`config.mk`:
```
export PLATFORM = sky130hd
export DESIGN_NAME = mem_arbiter
export DESIGN_NICKNAME = d
export VERILOG_FILES = /design/src/rtl/mem_arbiter_pkg.sv /design/src/rtl/mem_arb_prio.sv /design/src/rtl/mem_arbiter.sv
export SDC_FILE = /design/constraint.sdc
export NUM_CORES = 1
export LEC_CHECK = 0
export CAP_MARGIN = 20
export CORE_AREA = 2 2 107 109
export DETAILED_ROUTE_END_ITERATION = 10
export DIE_AREA = 0 0 109 111
export HOLD_SLACK_MARGIN = 0.05
export PLACE_DENSITY_LB_ADDON = 0.25
export SYNTH_ARGS = -nofsm -noshare
export SYNTH_HDL_FRONTEND = slang
export SYNTH_HIERARCHICAL = 1
export SYNTH_SLANG_ARGS = --single-unit
```
`constraint.sdc`:
```
create_clock -name clk -period 1.7 [get_ports clk]
set_input_delay 0.34 -clock clk [delete_from_list [all_inputs] [get_ports clk]]
set_output_delay 0.34 -clock clk [all_outputs]
set_load 0.005 [all_outputs]
```
`src/rtl/mem_arbiter_pkg.sv`:
```
// Shared definitions for the memory-port arbiter: FSM encoding, requester IDs,
// default bus widths and the starvation-counter width helper.
package mem_arbiter_pkg;

    localparam int unsigned ARB_ADDR_W = 32;
    localparam int unsigned ARB_DATA_W = 32;

    typedef enum logic [1:0] {
        ST_IDLE   = 2'd0,
        ST_GNT_IF = 2'd1,
        ST_GNT_LS = 2'd2,
        ST_DRAIN  = 2'd3
    } arb_state_e;

    localparam logic REQ_IF = 1'b0;
    localparam logic REQ_LS = 1'b1;

    // Bits needed to hold 0..max_val inclusive.
    function automatic int unsigned cnt_width(input int unsigned max_val);
        return (max_val < 32'd1) ? 32'd1 : $clog2(max_val + 32'd1);
    endfunction

endpackage

```
`src/rtl/mem_arb_prio.sv`:
```
// Combinational next-grant selection for the memory-port arbiter.
// MEM_ARB_RR_EN selects round-robin; otherwise LS priority with a fetch starvation guard.
module mem_arb_prio
    import mem_arbiter_pkg::*;
#(
    parameter int unsigned STARVE_MAX = 4,
    parameter int unsigned CNT_W      = 3
)(
    input  logic             i_if_req,
    input  logic             i_if_flush,
    input  logic             i_ls_req,
`ifdef MEM_ARB_RR_EN
    input  logic             i_last_id,
`else
    input  logic [CNT_W-1:0] i_starve_cnt,
`endif
    output logic             o_gnt_valid,
    output logic             o_gnt_id
);

    logic w_if_ok;

    // A flushed fetch is never eligible for a new grant.
    assign w_if_ok = i_if_req & ~i_if_flush;

`ifdef MEM_ARB_RR_EN
    // Round-robin: the requester granted last loses a tie.
    always_comb begin
        o_gnt_valid = 1'b0;
        o_gnt_id    = REQ_IF;
        if (w_if_ok && i_ls_req) begin
            o_gnt_valid = 1'b1;
            o_gnt_id    = (i_last_id == REQ_LS) ? REQ_IF : REQ_LS;
        end else if (i_ls_req) begin
            o_gnt_valid = 1'b1;
            o_gnt_id    = REQ_LS;
        end else if (w_if_ok) begin
            o_gnt_valid = 1'b1;
            o_gnt_id    = REQ_IF;
        end else begin
            o_gnt_valid = 1'b0;
            o_gnt_id    = REQ_IF;
        end
    end
`else
    // LS wins unless fetch has already waited through STARVE_MAX LS grants.
    always_comb begin
        o_gnt_valid = 1'b0;
        o_gnt_id    = REQ_IF;
        if (i_ls_req && ((i_starve_cnt < CNT_W'(STARVE_MAX)) || !i_if_req)) begin
            o_gnt_valid = 1'b1;
            o_gnt_id    = REQ_LS;
        end else if (w_if_ok) begin
            o_gnt_valid = 1'b1;
            o_gnt_id    = REQ_IF;
        end else begin
            o_gnt_valid = 1'b0;
            o_gnt_id    = REQ_IF;
        end
    end
`endif

endmodule

```
`src/rtl/mem_arbiter.sv`:
```
// Shares one memory port between instruction fetch and load/store, dropping flushed fetches.
// Define MEM_ARB_RR_EN for round-robin arbitration instead of LS priority with starvation guard.
module mem_arbiter
    import mem_arbiter_pkg::*;
#(
    parameter int unsigned ADDR_W     = ARB_ADDR_W,
    parameter int unsigned DATA_W     = ARB_DATA_W,
    parameter int unsigned STARVE_MAX = 4
)(
    input  logic                  clk,
    input  logic                  reset,
    input  logic [ADDR_W-1:0]     if_rd_addr,
    input  logic                  if_rd_enable,
    input  logic                  if_flush,
    output logic [DATA_W-1:0]     if_rd_data,
    output logic                  if_rd_ready,
    input  logic [ADDR_W-1:0]     ls_addr,
    input  logic                  ls_enable,
    input  logic                  ls_write,
    input  logic [DATA_W-1:0]     ls_wdata,
    input  logic [DATA_W/8-1:0]   ls_wstrb,
    output logic [DATA_W-1:0]     ls_rdata,
    output logic                  ls_ready,
    output logic [ADDR_W-1:0]     mem_addr,
    output logic                  mem_write,
    output logic [DATA_W-1:0]     mem_wdata,
    output logic [DATA_W/8-1:0]   mem_wstrb,
    output logic                  mem_enable,
    input  logic [DATA_W-1:0]     mem_rdata,
    input  logic                  mem_ready
);

    localparam int unsigned CNT_W = cnt_width(STARVE_MAX);

    arb_state_e        r_state;
    arb_state_e        w_state_nxt;
    logic              w_gnt_valid;
    logic              w_gnt_id;
    logic [ADDR_W-1:0] r_if_addr;
    logic              w_idle_exit;

    assign w_idle_exit = (r_state == ST_IDLE) && w_gnt_valid;

`ifdef MEM_ARB_RR_EN
    logic r_last_id;

    // Remember who was granted last so the other side wins the next tie.
    always_ff @(posedge clk or negedge reset) begin
        if (!reset) begin
            r_last_id <= REQ_IF;
        end else if (w_idle_exit) begin
            r_last_id <= w_gnt_id;
        end else begin
            r_last_id <= r_last_id;
        end
    end

    mem_arb_prio #(.STARVE_MAX(STARVE_MAX), .CNT_W(CNT_W)) u_prio (
        .i_if_req    (if_rd_enable),
        .i_if_flush  (if_flush),
        .i_ls_req    (ls_enable),
        .i_last_id   (r_last_id),
        .o_gnt_valid (w_gnt_valid),
        .o_gnt_id    (w_gnt_id)
    );
`else
    logic [CNT_W-1:0] r_starve_cnt;

    // Count LS grants taken while fetch waits; cleared when fetch is served or idle.
    always_ff @(posedge clk or negedge reset) begin
        if (!reset) begin
            r_starve_cnt <= '0;
        end else if (r_state == ST_IDLE) begin
            if ((w_state_nxt == ST_GNT_IF) || !if_rd_enable) begin
                r_starve_cnt <= '0;
            end else if ((w_state_nxt == ST_GNT_LS) && (r_starve_cnt != CNT_W'(STARVE_MAX))) begin
                r_starve_cnt <= r_starve_cnt + CNT_W'(1);
            end else begin
                r_starve_cnt <= r_starve_cnt;
            end
        end else begin
            r_starve_cnt <= r_starve_cnt;
        end
    end

    mem_arb_prio #(.STARVE_MAX(STARVE_MAX), .CNT_W(CNT_W)) u_prio (
        .i_if_req     (if_rd_enable),
        .i_if_flush   (if_flush),
        .i_ls_req     (ls_enable),
        .i_starve_cnt (r_starve_cnt),
        .o_gnt_valid  (w_gnt_valid),
        .o_gnt_id     (w_gnt_id)
    );
`endif

    // Grant state register.
    always_ff @(posedge clk or negedge reset) begin
        if (!reset) begin
            r_state <= ST_IDLE;
        end else begin
            r_state <= w_state_nxt;
        end
    end

    // Hold the fetch address so a drained request keeps a stable address after redirect.
    always_ff @(posedge clk or negedge reset) begin
        if (!reset) begin
            r_if_addr <= '0;
        end else if (w_idle_exit && (w_gnt_id == REQ_IF)) begin
            r_if_addr <= if_rd_addr;
        end else begin
            r_if_addr <= r_if_addr;
        end
    end

    // Next-state logic; every grant returns through IDLE to give requesters a bubble.
    always_comb begin
        w_state_nxt = r_state;
        case (r_state)
            ST_IDLE: begin
                if (w_gnt_valid) begin
                    w_state_nxt = (w_gnt_id == REQ_LS) ? ST_GNT_LS : ST_GNT_IF;
                end else begin
                    w_state_nxt = ST_IDLE;
                end
            end
            ST_GNT_IF: begin
                if (mem_ready) begin
                    w_state_nxt = ST_IDLE;
                end else if (if_flush) begin
                    w_state_nxt = ST_DRAIN;
                end else begin
                    w_state_nxt = ST_GNT_IF;
                end
            end
            ST_GNT_LS, ST_DRAIN: begin
                w_state_nxt = mem_ready ? ST_IDLE : r_state;
            end
            default: w_state_nxt = ST_IDLE;
        endcase
    end

    // Memory-side mux and response routing; everything is zero outside a grant.
    always_comb begin
        mem_addr    = '0;
        mem_write   = 1'b0;
        mem_wdata   = '0;
        mem_wstrb   = '0;
        mem_enable  = 1'b0;
        if_rd_data  = '0;
        if_rd_ready = 1'b0;
        ls_rdata    = '0;
        ls_ready    = 1'b0;
        case (r_state)
            ST_GNT_IF: begin
                mem_enable  = 1'b1;
                mem_addr    = if_rd_addr;
                if_rd_data  = mem_rdata;
                if_rd_ready = mem_ready & ~if_flush;
            end
            ST_DRAIN: begin
                mem_enable = 1'b1;
                mem_addr   = r_if_addr;
            end
            ST_GNT_LS: begin
                mem_enable = 1'b1;
                mem_addr   = ls_addr;
                mem_write  = ls_write;
                mem_wdata  = ls_wdata;
                mem_wstrb  = ls_wstrb;
                ls_rdata   = mem_rdata;
                ls_ready   = mem_ready;
            end
            default: begin
                mem_enable = 1'b0;
            end
        endcase
    end

endmodule

```
Yosys cells after proc, flatten, opt, wreduce, memory -nomap -nowiden. Cells that the tools add are included.

Input bits: 139. Register bits: 37.

Order comparisons: 1. Bitwise gates (word level): 4. Reductions and logical operators: 12. Add/subtract/negate cells: 1. Eq/ne operators: 6. Mux-type cells: 20.

Operator list (count): $mux W32 (3); $pmux W32 S3 (1); $mux W2 (5); $mux W1 (7); $eq A2 B2 Y1 const B (3); $mux W3 (2); $pmux W2 S3 (1); $eq A2 B1 Y1 const B (2); $logic_and A1 B1 Y1 (4); $mux W4 (1); $add A3 B1 Y3 const B (1); $lt A3 B3 Y1 const B (1); $ne A3 B3 Y1 const B (1); $reduce_or A3 Y1 (1); $and A1 B1 Y1 (2); $logic_not A2 Y1 (1); $logic_or A1 B1 Y1 (2); $not A1 Y1 (2); $reduce_and A2 Y1 (1); $reduce_bool A2 Y1 (1); $reduce_or A2 Y1 (1); $logic_not A1 Y1 (1).

Logic depth before layout (Yosys ltp). Gate-level depths: netlist of run 1.

Depth after elaboration: 11. Gate-level depth with buffers: 6. Gate-level depth less buffers: 5.

Hierarchy. The synthesis of run 1 kept the hierarchy.

Modules (own cells, without submodules): mem_arbiter (cells each 287, area an instance 2931.6 sq um, times used 1, seq. area each 925.9 sq um); mem_arb_prio (cells each 3, area an instance 22.5 sq um, times used 1, seq. area each 0.0 sq um).

Worst setup path after synthesis of run 1. Ideal clock, no wire load.

Path type: register to register. From: register r_starve_cnt[2]. To: register r_if_addr[19]. Arrival: 1473 ps. Path slack: 99 ps. Period minus slack after synthesis: 1601 ps. Cell stages (with the launch flop): 7. Cell sequence: dfrtp_1 -> a21boi_2 -> a21o_1 -> nand2b_1 -> nor2_8 -> buf_6 -> mux2_1.

Word-level cells in the longest chain between the ends: 6. Elaborated cells between the ends (all ways): 8.

RTL lines: start, declared (line mem_arbiter.sv:67) `logic [CNT_W-1:0] r_starve_cnt;`; start signal, assigned (line mem_arbiter.sv:77) `r_starve_cnt <= r_starve_cnt + CNT_W'(1);`; start signal, assigned (line mem_arbiter.sv:79) `r_starve_cnt <= r_starve_cnt;`; start signal, assigned (line mem_arbiter.sv:82) `r_starve_cnt <= r_starve_cnt;`; $lt A3 B3 Y1 (line mem_arb_prio.sv:50) `if (i_ls_req && ((i_starve_cnt < CNT_W'(STARVE_MAX)) || !i_if_req)) begin`; $logic_or A1 B1 Y1 (line mem_arb_prio.sv:50); $logic_and A1 B1 Y1 (line mem_arb_prio.sv:50); $mux W1 (line mem_arb_prio.sv:50); via w_gnt_id (line mem_arbiter.sv:38) `logic w_gnt_id;`; $not A1 Y1 (line mem_arbiter.sv:109) `end else if (w_idle_exit && (w_gnt_id == REQ_IF)) begin`; $logic_and A1 B1 Y1 (line mem_arbiter.sv:109); end signal, assigned (line mem_arbiter.sv:110) `r_if_addr <= if_rd_addr;`; end signal, assigned (line mem_arbiter.sv:112) `r_if_addr <= r_if_addr;`; end, declared (line mem_arbiter.sv:39) `logic [ADDR_W-1:0] r_if_addr;`.

The timed path passes the listed nets, and every way through them passes these cells. A chain may end at the register's enable or synchronous reset.

Final worst setup path of run 1.
From: register r_state[1]. To: output mem_addr[16].

Word-level cells in the longest chain between the ends: 2. Elaborated cells between the ends (all ways): 4.

RTL lines: start, declared (line mem_arbiter.sv:35) `arb_state_e r_state;`; start signal, assigned (line mem_arbiter.sv:101) `r_state <= w_state_nxt;`; $eq A2 B2 Y1 / $eq A2 B1 Y1 (equally long branches) (line mem_arbiter.sv:154) `case (r_state)`; $pmux W32 S3 (*) (line mem_arbiter.sv:154); end, declared (line mem_arbiter.sv:24) `output logic [ADDR_W-1:0] mem_addr,`.

Every way passes the cells marked *; elsewhere a longest branch is shown, timed or not.

==> metrics.txt, run 1 <==
# TYPE chip_impl_metric gauge
chip_impl_metric{name="drtIter0Drc",unit=""} 123
chip_impl_metric{name="dieHeight",unit="um"} 111
chip_impl_metric{name="finalNetCount",unit=""} 764
chip_impl_metric{name="route.antenna.remaining_nets",unit=""} 0
chip_impl_metric{name="dp.cells",unit=""} 704
chip_impl_info{name="synth_area_leader_cell",value="dfrtp_1"} 1
chip_impl_metric{name="tightest_slew",unit="ps"} 503
chip_impl_metric{name="critical_path_buf_inv_count",unit=""} 5
chip_impl_info{name="violations_in_the_final_reports",value="setup timing"} 1
chip_impl_metric{name="layout_cell_share_with_drive_strength_beyond_1",unit="%"} 58.2
chip_impl_info{name="timing.critical_path.from_type",value="flop"} 1
chip_impl_metric{name="setup_violations",unit=""} 167
chip_impl_metric{name="drt_wl_total",unit="um"} 13900
chip_impl_metric{name="synth_edf_count",unit=""} 0
chip_impl_info{name="worst_path_most_repeated_cell",value="buf_12"} 1
chip_impl_metric{name="detail_route.first_pass.iterations",unit=""} 4
chip_impl_metric{name="fillers",unit=""} 906
chip_impl_metric{name="worstPathMaxFanout",unit=""} 6
chip_impl_metric{name="r2r.worst_path.cells",unit=""} 8
chip_impl_metric{name="max_cap_viol_count",unit=""} 0
chip_impl_metric{name="p_leak",unit="nW"} 3.36
chip_impl_metric{name="slew_violations",unit=""} 0
chip_impl_metric{name="synth.lib_cells_used.distinct",unit=""} 30
chip_impl_metric{name="vias",unit=""} 3566
chip_impl_metric{name="io-pin-count",unit=""} 275
chip_impl_metric{name="first_global_vias",unit=""} 3519
chip_impl_metric{name="htree_num_levels",unit=""} 2
chip_impl_info{name="root_buffer",value="clkbuf_16"} 1
chip_impl_metric{name="antenna_cells_inserted",unit=""} 0
chip_impl_metric{name="finalHoldViolCount",unit=""} 0
chip_impl_metric{name="grt_overflow",unit=""} 0
chip_impl_metric{name="total_grt_usage",unit="%"} 20.6
chip_impl_info{name="worstSetupPathType",value="flop to output pin"} 1
chip_impl_metric{name="slowest_delay",unit="ps"} 440
chip_impl_metric{name="clk_latency",unit="ps"} 270
chip_impl_metric{name="cts.reportedPaths.clkPinSlew",unit="ps"} 60
chip_impl_metric{name="areaGrowthSynthToFinish",unit="%"} 142
chip_impl_info{name="timing.critical_path.cells",value="and2b_4 -> buf_12 -> buf_12 -> buf_12 -> buf_12 -> a22o_1 -> buf_2"} 1
chip_impl_metric{name="layout_worst_path_cycle_share",unit="%"} 124
chip_impl_info{name="setup_repair_after_global_routing_missed_its_margin",value="yes"} 1
chip_impl_metric{name="initial_core_util",unit="%"} 26.7
chip_impl_metric{name="grt_antenna_before_repair",unit=""} 0
chip_impl_metric{name="instances_no_fill",unit=""} 767
chip_impl_metric{name="synth.cell_area",unit="um^2"} 2950
chip_impl_metric{name="synth-warning-count",unit=""} 6
chip_impl_metric{name="clock_skew",unit="ps"} 10.0
chip_impl_metric{name="async_reset_ff_share",unit="%"} 100
chip_impl_metric{name="max_freq",unit="MHz"} 474
chip_impl_metric{name="layout_min_cycle_time",unit="ps"} 2110
chip_impl_info{name="outcome",value="finished with violations"} 1
chip_impl_metric{name="drcViolationCount",unit=""} 0
chip_impl_metric{name="post-route-cell-area",unit="um^2"} 7160
chip_impl_info{name="min-delay-path-class",value="flop to flop"} 1
chip_impl_metric{name="routed_wire_length_per_instance",unit="um"} 18.1
chip_impl_info{name="critical_path.slowest_cell",value="dfrtp_2"} 1
chip_impl_metric{name="design.core.area",unit="um^2"} 11100
chip_impl_metric{name="grt_pass1_wl",unit="um"} 19400
chip_impl_metric{name="detailed_place.area",unit="um^2"} 5980
chip_impl_metric{name="routabilityCongestion",unit=""} 0.840
chip_impl_metric{name="rows",unit=""} 39
chip_impl_info{name="cts_tree",value="yes"} 1
chip_impl_metric{name="design_power_total",unit="W"} 0.00707
chip_impl_metric{name="max-slew-margin-rel",unit="%"} 66.5
chip_impl_metric{name="worst_endpoint_required_time",unit="ps"} 1360
chip_impl_info{name="endpoint_kind",value="output pin"} 1
chip_impl_info{name="timing.critical_path.from",value="r_state[1]"} 1
chip_impl_metric{name="timing.critical_path.depth",unit=""} 7
chip_impl_info{name="ys_top_cells_by_area",value="dfrtp_1 31%, and2_1 22%, mux2_2 13%"} 1
chip_impl_metric{name="power-per-cell-area",unit="nW/um^2"} 988
chip_impl_metric{name="grt_max_degree",unit=""} 33
chip_impl_metric{name="postLayoutSetupSlackWorst",unit="ps"} -409
chip_impl_metric{name="fp.dieArea",unit="um^2"} 12100
chip_impl_metric{name="vias_per_cell",unit=""} 4.65
chip_impl_info{name="regToRegStartpoint",value="r_state[1]"} 1
chip_impl_metric{name="clockBufferDepth",unit=""} 2
chip_impl_metric{name="die_width",unit="um"} 109
chip_impl_info{name="timing.critical_path.max_delay_family",value="buffers and inverters"} 1
chip_impl_info{name="yosys_most_used_dff",value="dfrtp_1"} 1
chip_impl_metric{name="synth_fp_nets",unit=""} 431
chip_impl_metric{name="yosys.area.top_type_share",unit="%"} 31.3
chip_impl_metric{name="hold_path_depth",unit=""} 1
chip_impl_metric{name="core_occupancy_in_the_finished_layout",unit="%"} 64.6
chip_impl_info{name="crit_end",value="mem_addr[16]"} 1
chip_impl_metric{name="synth-seq-cells",unit=""} 37
chip_impl_metric{name="timing.reg2reg.setup_slack",unit="ps"} -300
chip_impl_info{name="worstReg2RegEnd",value="r_if_addr[26]"} 1
chip_impl_metric{name="seq_area_frac_synth",unit="%"} 31.3
chip_impl_metric{name="place_hpwl",unit="um"} 9010
chip_impl_metric{name="postSynthCellCount",unit=""} 290
chip_impl_metric{name="vdd_drop_max",unit="mV"} 0.589
chip_impl_metric{name="worst_ep_arrival_time",unit="ps"} 1770
chip_impl_metric{name="syn_avg_cell_area",unit="um^2"} 10.2
chip_impl_metric{name="cts.sink_count",unit=""} 37
chip_impl_metric{name="numCtsBuffers",unit=""} 5
chip_impl_metric{name="port_buffers",unit=""} 274
-- repair_timing --
| item | 4_1_cts | 5_1_grt |
|---|---|---|
| setup endpoints to repair | 168 | 170 |
| setup buffers | 39 | 6 |
| cloned | 13 | 2 |
| hold buffers | 1 | 0 |
| gates resized for setup | 612 | 151 |
| endpoints found under the hold margin | 15 | 0 |
| pin swaps | 78 | 40 |
-- logic make-up (layout without fill, tap and decap cells) --
kind of cell	Yosys count	count (layout)	synth area share [%]
AOI/OAI and AO/OA	42	42	11.6
adders and majority gates	2	2	0.847
buffers and inverters	29	363	6.18
DFF	37	37	31.3
muxes	64	64	24.4
and+or+nand+nor	116	116	25.6
-- metrics by stage --
stage	setup TNS, ps	worst slack, ps	hold slack (ps)
after detailed placement	-42320	-398	340
after global routing	-45720	-451	498
after global placement	-39740	-360	324
after floorplan	0	99.0	44.4
after CTS	-41240	-426	486
final	-38690	-409	480
-- cells in the mapped netlist, drive strengths merged (2+ instances only) --
cell type / number
ha: 2
nor3: 2
and2: 102
dfrtp: 37
a21oi: 5
mux2: 64
buf: 12
clkbuf: 13
inv: 4
and2b: 2
a21o: 2
a22o: 32
-- flip-flops by register name, indices dropped and copies added, names as in the netlist --
signal,cells
r_if_addr,32
r_state,2
r_starve_cnt,3
-- worst min path at each step --
stage | from | end | slack, ps
final | r_if_addr[1] | r_if_addr[1] | 480
after global routing | r_if_addr[10] | r_if_addr[10] | 500
after CTS | r_if_addr[10] | r_if_addr[10] | 490
after detailed placement | reset | r_if_addr[27] | 340
after global placement | reset | r_if_addr[21] | 320
after floorplan | reset | r_if_addr[0] | 40
-- cell usage in the layout, fill, tap and decap left out, drive strengths merged --
| cell type | synthesis | layout |
|---|---|---|
| a21boi | 1 | 1 |
| a21o | 2 | 2 |
| a21oi | 5 | 5 |
| a22o | 32 | 32 |
| and2 | 102 | 102 |
| and2b | 2 | 2 |
| and3 | 1 | 1 |
| and4b | 1 | 1 |
| and4bb | 1 | 1 |
| buf | 12 | 203 |
| clkbuf | 13 | 17 |
| clkdlybuf4s50 | 0 | 136 |
| clkinvlp | 0 | 1 |
| dfrtp | 37 | 37 |
| dlygate4sd3 | 0 | 1 |
| dlymetal6s2s | 0 | 1 |
| ha | 2 | 2 |
| inv | 4 | 4 |
| mux2 | 64 | 64 |
| nand2 | 1 | 1 |
| nand2b | 1 | 1 |
| nand4 | 1 | 1 |
| nand4bb | 1 | 1 |
| nor2 | 1 | 1 |
| nor3 | 2 | 2 |
| nor3b | 1 | 1 |
| o21ai | 1 | 1 |
| o31ai | 1 | 1 |
| or2 | 1 | 1 |
-- where the power goes --
group	total [W]	switching [W]	leakage [nW]	internal (W)
registers	0.00144	0.000193	0.440	0.00125
logic	0.00471	0.00158	2.85	0.00313
clock network	0.000915	0.000332	0.0701	0.000583
-- worst register-to-register path: stages (launching register included) --
cell and delay (ps):
dfrtp_2 440, buf_4 160, buf_16 140, buf_4 140
or2_4 260, nor2_8 170, buf_12 130, buf_12 120
mux2_1 320
-- cell type report --
type,instances,area (um^2),share of cell area [%]
repair buffers,351,3770,52.6
well taps,143,179,2.50
flip-flops and latches,37,927,13.0
clock buffers,7,143,1.99
multi-input cells,224,2120,29.6
clock inverters,1,7.51,0.105
inverters,4,15.0,0.210
-- layer usage --
layer | wire (um) | global-route usage [%] | vias up
li1 | - | - | 1680
met1 | 5530 | 25.6 | 1726
met2 | 7100 | 36.3 | 146
met3 | 1090 | 5.00 | 14
met4 | 160 | 3.50 | 0
met5 | 0 | 0 | -
No activity file was read; power rests on OpenSTA's default activity.
==> run 2: changes to the inputs <==
--- a/config.mk
+++ b/config.mk
@@ -7,6 +7,7 @@
 export LEC_CHECK = 0
 export CAP_MARGIN = 20
 export CORE_AREA = 2 2 107 109
+export CTS_CLUSTER_DIAMETER = 80
 export DETAILED_ROUTE_END_ITERATION = 10
 export DIE_AREA = 0 0 109 111
 export HOLD_SLACK_MARGIN = 0.05
@@ -15,3 +16,4 @@
 export SYNTH_HDL_FRONTEND = slang
 export SYNTH_HIERARCHICAL = 1
 export SYNTH_SLANG_ARGS = --single-unit
+export TNS_END_PERCENT = 5
==> run 2 against run 1 <==
The flow still finishes with violations (setup timing). Largest cell class unchanged. Critical path type unchanged. Register-to-register slack improved by 100 ps. Combinational power decreased by 16%. Highest routed layer unchanged. Routed wire length decreased by 8.0%. Final cell count decreased by 2.7%. Global-route usage decreased by 1.4 points. Count of clock-buffer cells in the layout unchanged. Sequential power about the same. Total power decreased by 10%. Largest power group unchanged. Sequential share of layout area increased by 1.6 points. Non-clock buffer count decreased by 21.
==> metrics.txt, run 2 (same netlist as run 1, synthesis figures left out) <==
# TYPE chip_impl_metric gauge
chip_impl_info{name="endpoint_kind",value="output pin"} 1
chip_impl_metric{name="setup_violations",unit=""} 167
chip_impl_metric{name="grt_pass1_wl",unit="um"} 18200
chip_impl_info{name="violations_in_the_final_reports",value="setup timing"} 1
chip_impl_metric{name="grt_overflow",unit=""} 0
chip_impl_metric{name="postLayoutSetupSlackWorst",unit="ps"} -408
chip_impl_metric{name="core_occupancy_in_the_finished_layout",unit="%"} 57.6
chip_impl_info{name="min-delay-path-class",value="flop to flop"} 1
chip_impl_metric{name="antenna_cells_inserted",unit=""} 0
chip_impl_metric{name="fp.dieArea",unit="um^2"} 12100
chip_impl_metric{name="placement.setup.worst_slack",unit="ps"} -398
chip_impl_metric{name="areaGrowthSynthToFinish",unit="%"} 116
chip_impl_metric{name="instances_no_fill",unit=""} 746
chip_impl_info{name="root_buffer",value="clkbuf_16"} 1
chip_impl_metric{name="cts.reportedPaths.clkPinSlew",unit="ps"} 60
chip_impl_metric{name="rows",unit=""} 39
chip_impl_info{name="largest_register",value="r_if_addr"} 1
chip_impl_metric{name="route.antenna.remaining_nets",unit=""} 0
chip_impl_metric{name="clock_skew",unit="ps"} 9.74
chip_impl_info{name="outcome",value="finished with violations"} 1
chip_impl_metric{name="design.core.area",unit="um^2"} 11100
chip_impl_metric{name="finalHoldViolCount",unit=""} 0
chip_impl_metric{name="finalNetCount",unit=""} 743
chip_impl_metric{name="routed_wire_length_per_instance",unit="um"} 17.1
chip_impl_info{name="cts_tree",value="yes"} 1
chip_impl_metric{name="htree_num_levels",unit=""} 2
chip_impl_metric{name="total_grt_usage",unit="%"} 19.2
chip_impl_metric{name="worstPathMaxFanout",unit=""} 10
chip_impl_metric{name="timing.hold.ws",unit="ps"} 479
chip_impl_metric{name="io-pin-count",unit=""} 275
chip_impl_metric{name="grt_antenna_before_repair",unit=""} 0
chip_impl_metric{name="numCtsBuffers",unit=""} 5
chip_impl_metric{name="power-per-cell-area",unit="nW/um^2"} 994
chip_impl_metric{name="initial_core_util",unit="%"} 26.7
chip_impl_metric{name="dp.cells",unit=""} 704
chip_impl_metric{name="max_cap_viol_count",unit=""} 0
chip_impl_metric{name="clockBufferDepth",unit=""} 2
chip_impl_metric{name="largest_register_ff_count",unit=""} 32
chip_impl_metric{name="max_freq",unit="MHz"} 474
chip_impl_info{name="most_common_cell_after_layout_fill_and_taps_aside",value="clkdlybuf4s50_1"} 1
chip_impl_metric{name="p_leak",unit="nW"} 3.05
chip_impl_info{name="setup_repair_after_global_routing_missed_its_margin",value="yes"} 1
chip_impl_metric{name="clk_latency",unit="ps"} 270
chip_impl_metric{name="die_width",unit="um"} 109
chip_impl_metric{name="grt_max_degree",unit=""} 33
chip_impl_metric{name="vdd_drop_max",unit="mV"} 0.581
chip_impl_metric{name="slew_violations",unit=""} 0
chip_impl_metric{name="vias",unit=""} 3411
chip_impl_metric{name="detail_route.first_pass.iterations",unit=""} 4
chip_impl_metric{name="cts.sink_count",unit=""} 37
chip_impl_metric{name="layout_worst_path_cycle_share",unit="%"} 124
chip_impl_metric{name="layout_min_cycle_time",unit="ps"} 2110
chip_impl_metric{name="worst_ep_arrival_time",unit="ps"} 1770
chip_impl_info{name="mostFrequentLayoutCells",value="136 x clkdlybuf4s50_1, 65 x and2_1, 53 x clkbuf_2, 52 x buf_2, 37 x and2_4"} 1
chip_impl_metric{name="vias_per_cell",unit=""} 4.57
chip_impl_metric{name="drtIter0Drc",unit=""} 115
chip_impl_metric{name="dieHeight",unit="um"} 111
chip_impl_metric{name="design_power_total",unit="W"} 0.00634
chip_impl_info{name="worstSetupPathType",value="flop to output pin"} 1
chip_impl_metric{name="drcViolationCount",unit=""} 0
chip_impl_metric{name="layout_cell_share_with_drive_strength_beyond_1",unit="%"} 48.6
chip_impl_metric{name="drt_wl_total",unit="um"} 12800
chip_impl_info{name="layout_top_registers",value="r_if_addr (32), r_starve_cnt (3), r_state (2)"} 1
chip_impl_info{name="timing.critical_path.from_type",value="flop"} 1
chip_impl_metric{name="port_buffers",unit=""} 274
chip_impl_metric{name="first_global_vias",unit=""} 3395
chip_impl_metric{name="max-slew-margin-rel",unit="%"} 66.7
chip_impl_metric{name="worst_endpoint_required_time",unit="ps"} 1360
chip_impl_metric{name="tightest_slew",unit="ps"} 499
chip_impl_metric{name="place_hpwl",unit="um"} 9010
chip_impl_metric{name="routabilityCongestion",unit=""} 0.840
run 2: layout make-up:
type                            instances  area (um^2)
Fill cell                            1010         4700
Inverter                                4         15.0
Clock buffer                            7          143
Tap cell                              143          179
Sequential cell                        37          927
Timing Repair Buffer                  330         3100
Clock inverter                          1         7.51
Multi-Input combinational cell        224         2000
run 2: metrics by stage:
step                      TNS, ps  cell area (um^2)
after CTS                  -39390              6390
after global placement     -39740              5980
after floorplan                 0              2950
final                      -36540              6380
after detailed placement   -42320              5980
after global routing       -43870              6380
run 2: report_power, final:
part           total, W  switching, W  internal [W]
clock network  0.000918      0.000335      0.000583
registers       0.00145      0.000194       0.00125
logic           0.00397       0.00140       0.00257
run 2: metal layers:
layer,vias to the layer above,GRT usage (%),wire [um]
li1,1639,-,-
met5,-,0,0
met2,135,33.7,6400
met4,0,3.08,133
met3,12,5.53,1050
met1,1625,23.4,5180
run 2: final timing paths:
path,startpoint,slack (ps),endpoint,cells past startpoint
worst max-delay path,r_state[1],-410,mem_addr[0],6
worst min-delay path,r_if_addr[1],480,r_if_addr[1],1
worst max register to register,r_state[1],-200,r_if_addr[16],7
worst min register to register,r_if_addr[1],480,r_if_addr[1],1
max in group asynchronous,reset,650,r_if_addr[3],3
min in group asynchronous,reset,570,r_if_addr[14],2
run 2: timing repair:
item	4_1_cts	5_1_grt
resized for setup	462	123
buffers inserted	19	5
cloned	8	1
endpoints found under the setup margin	168	169
endpoints found under the hold margin	15	0
pin swaps	31	35
hold buffers	1	0
run 2: worst max-delay path: stages (launching register included):
cell and delay [ps]:
dfrtp_2 440, and2b_4 200, buf_12 130, buf_12 120, bufbuf_16 260, a22o_1 220, buf_2 120
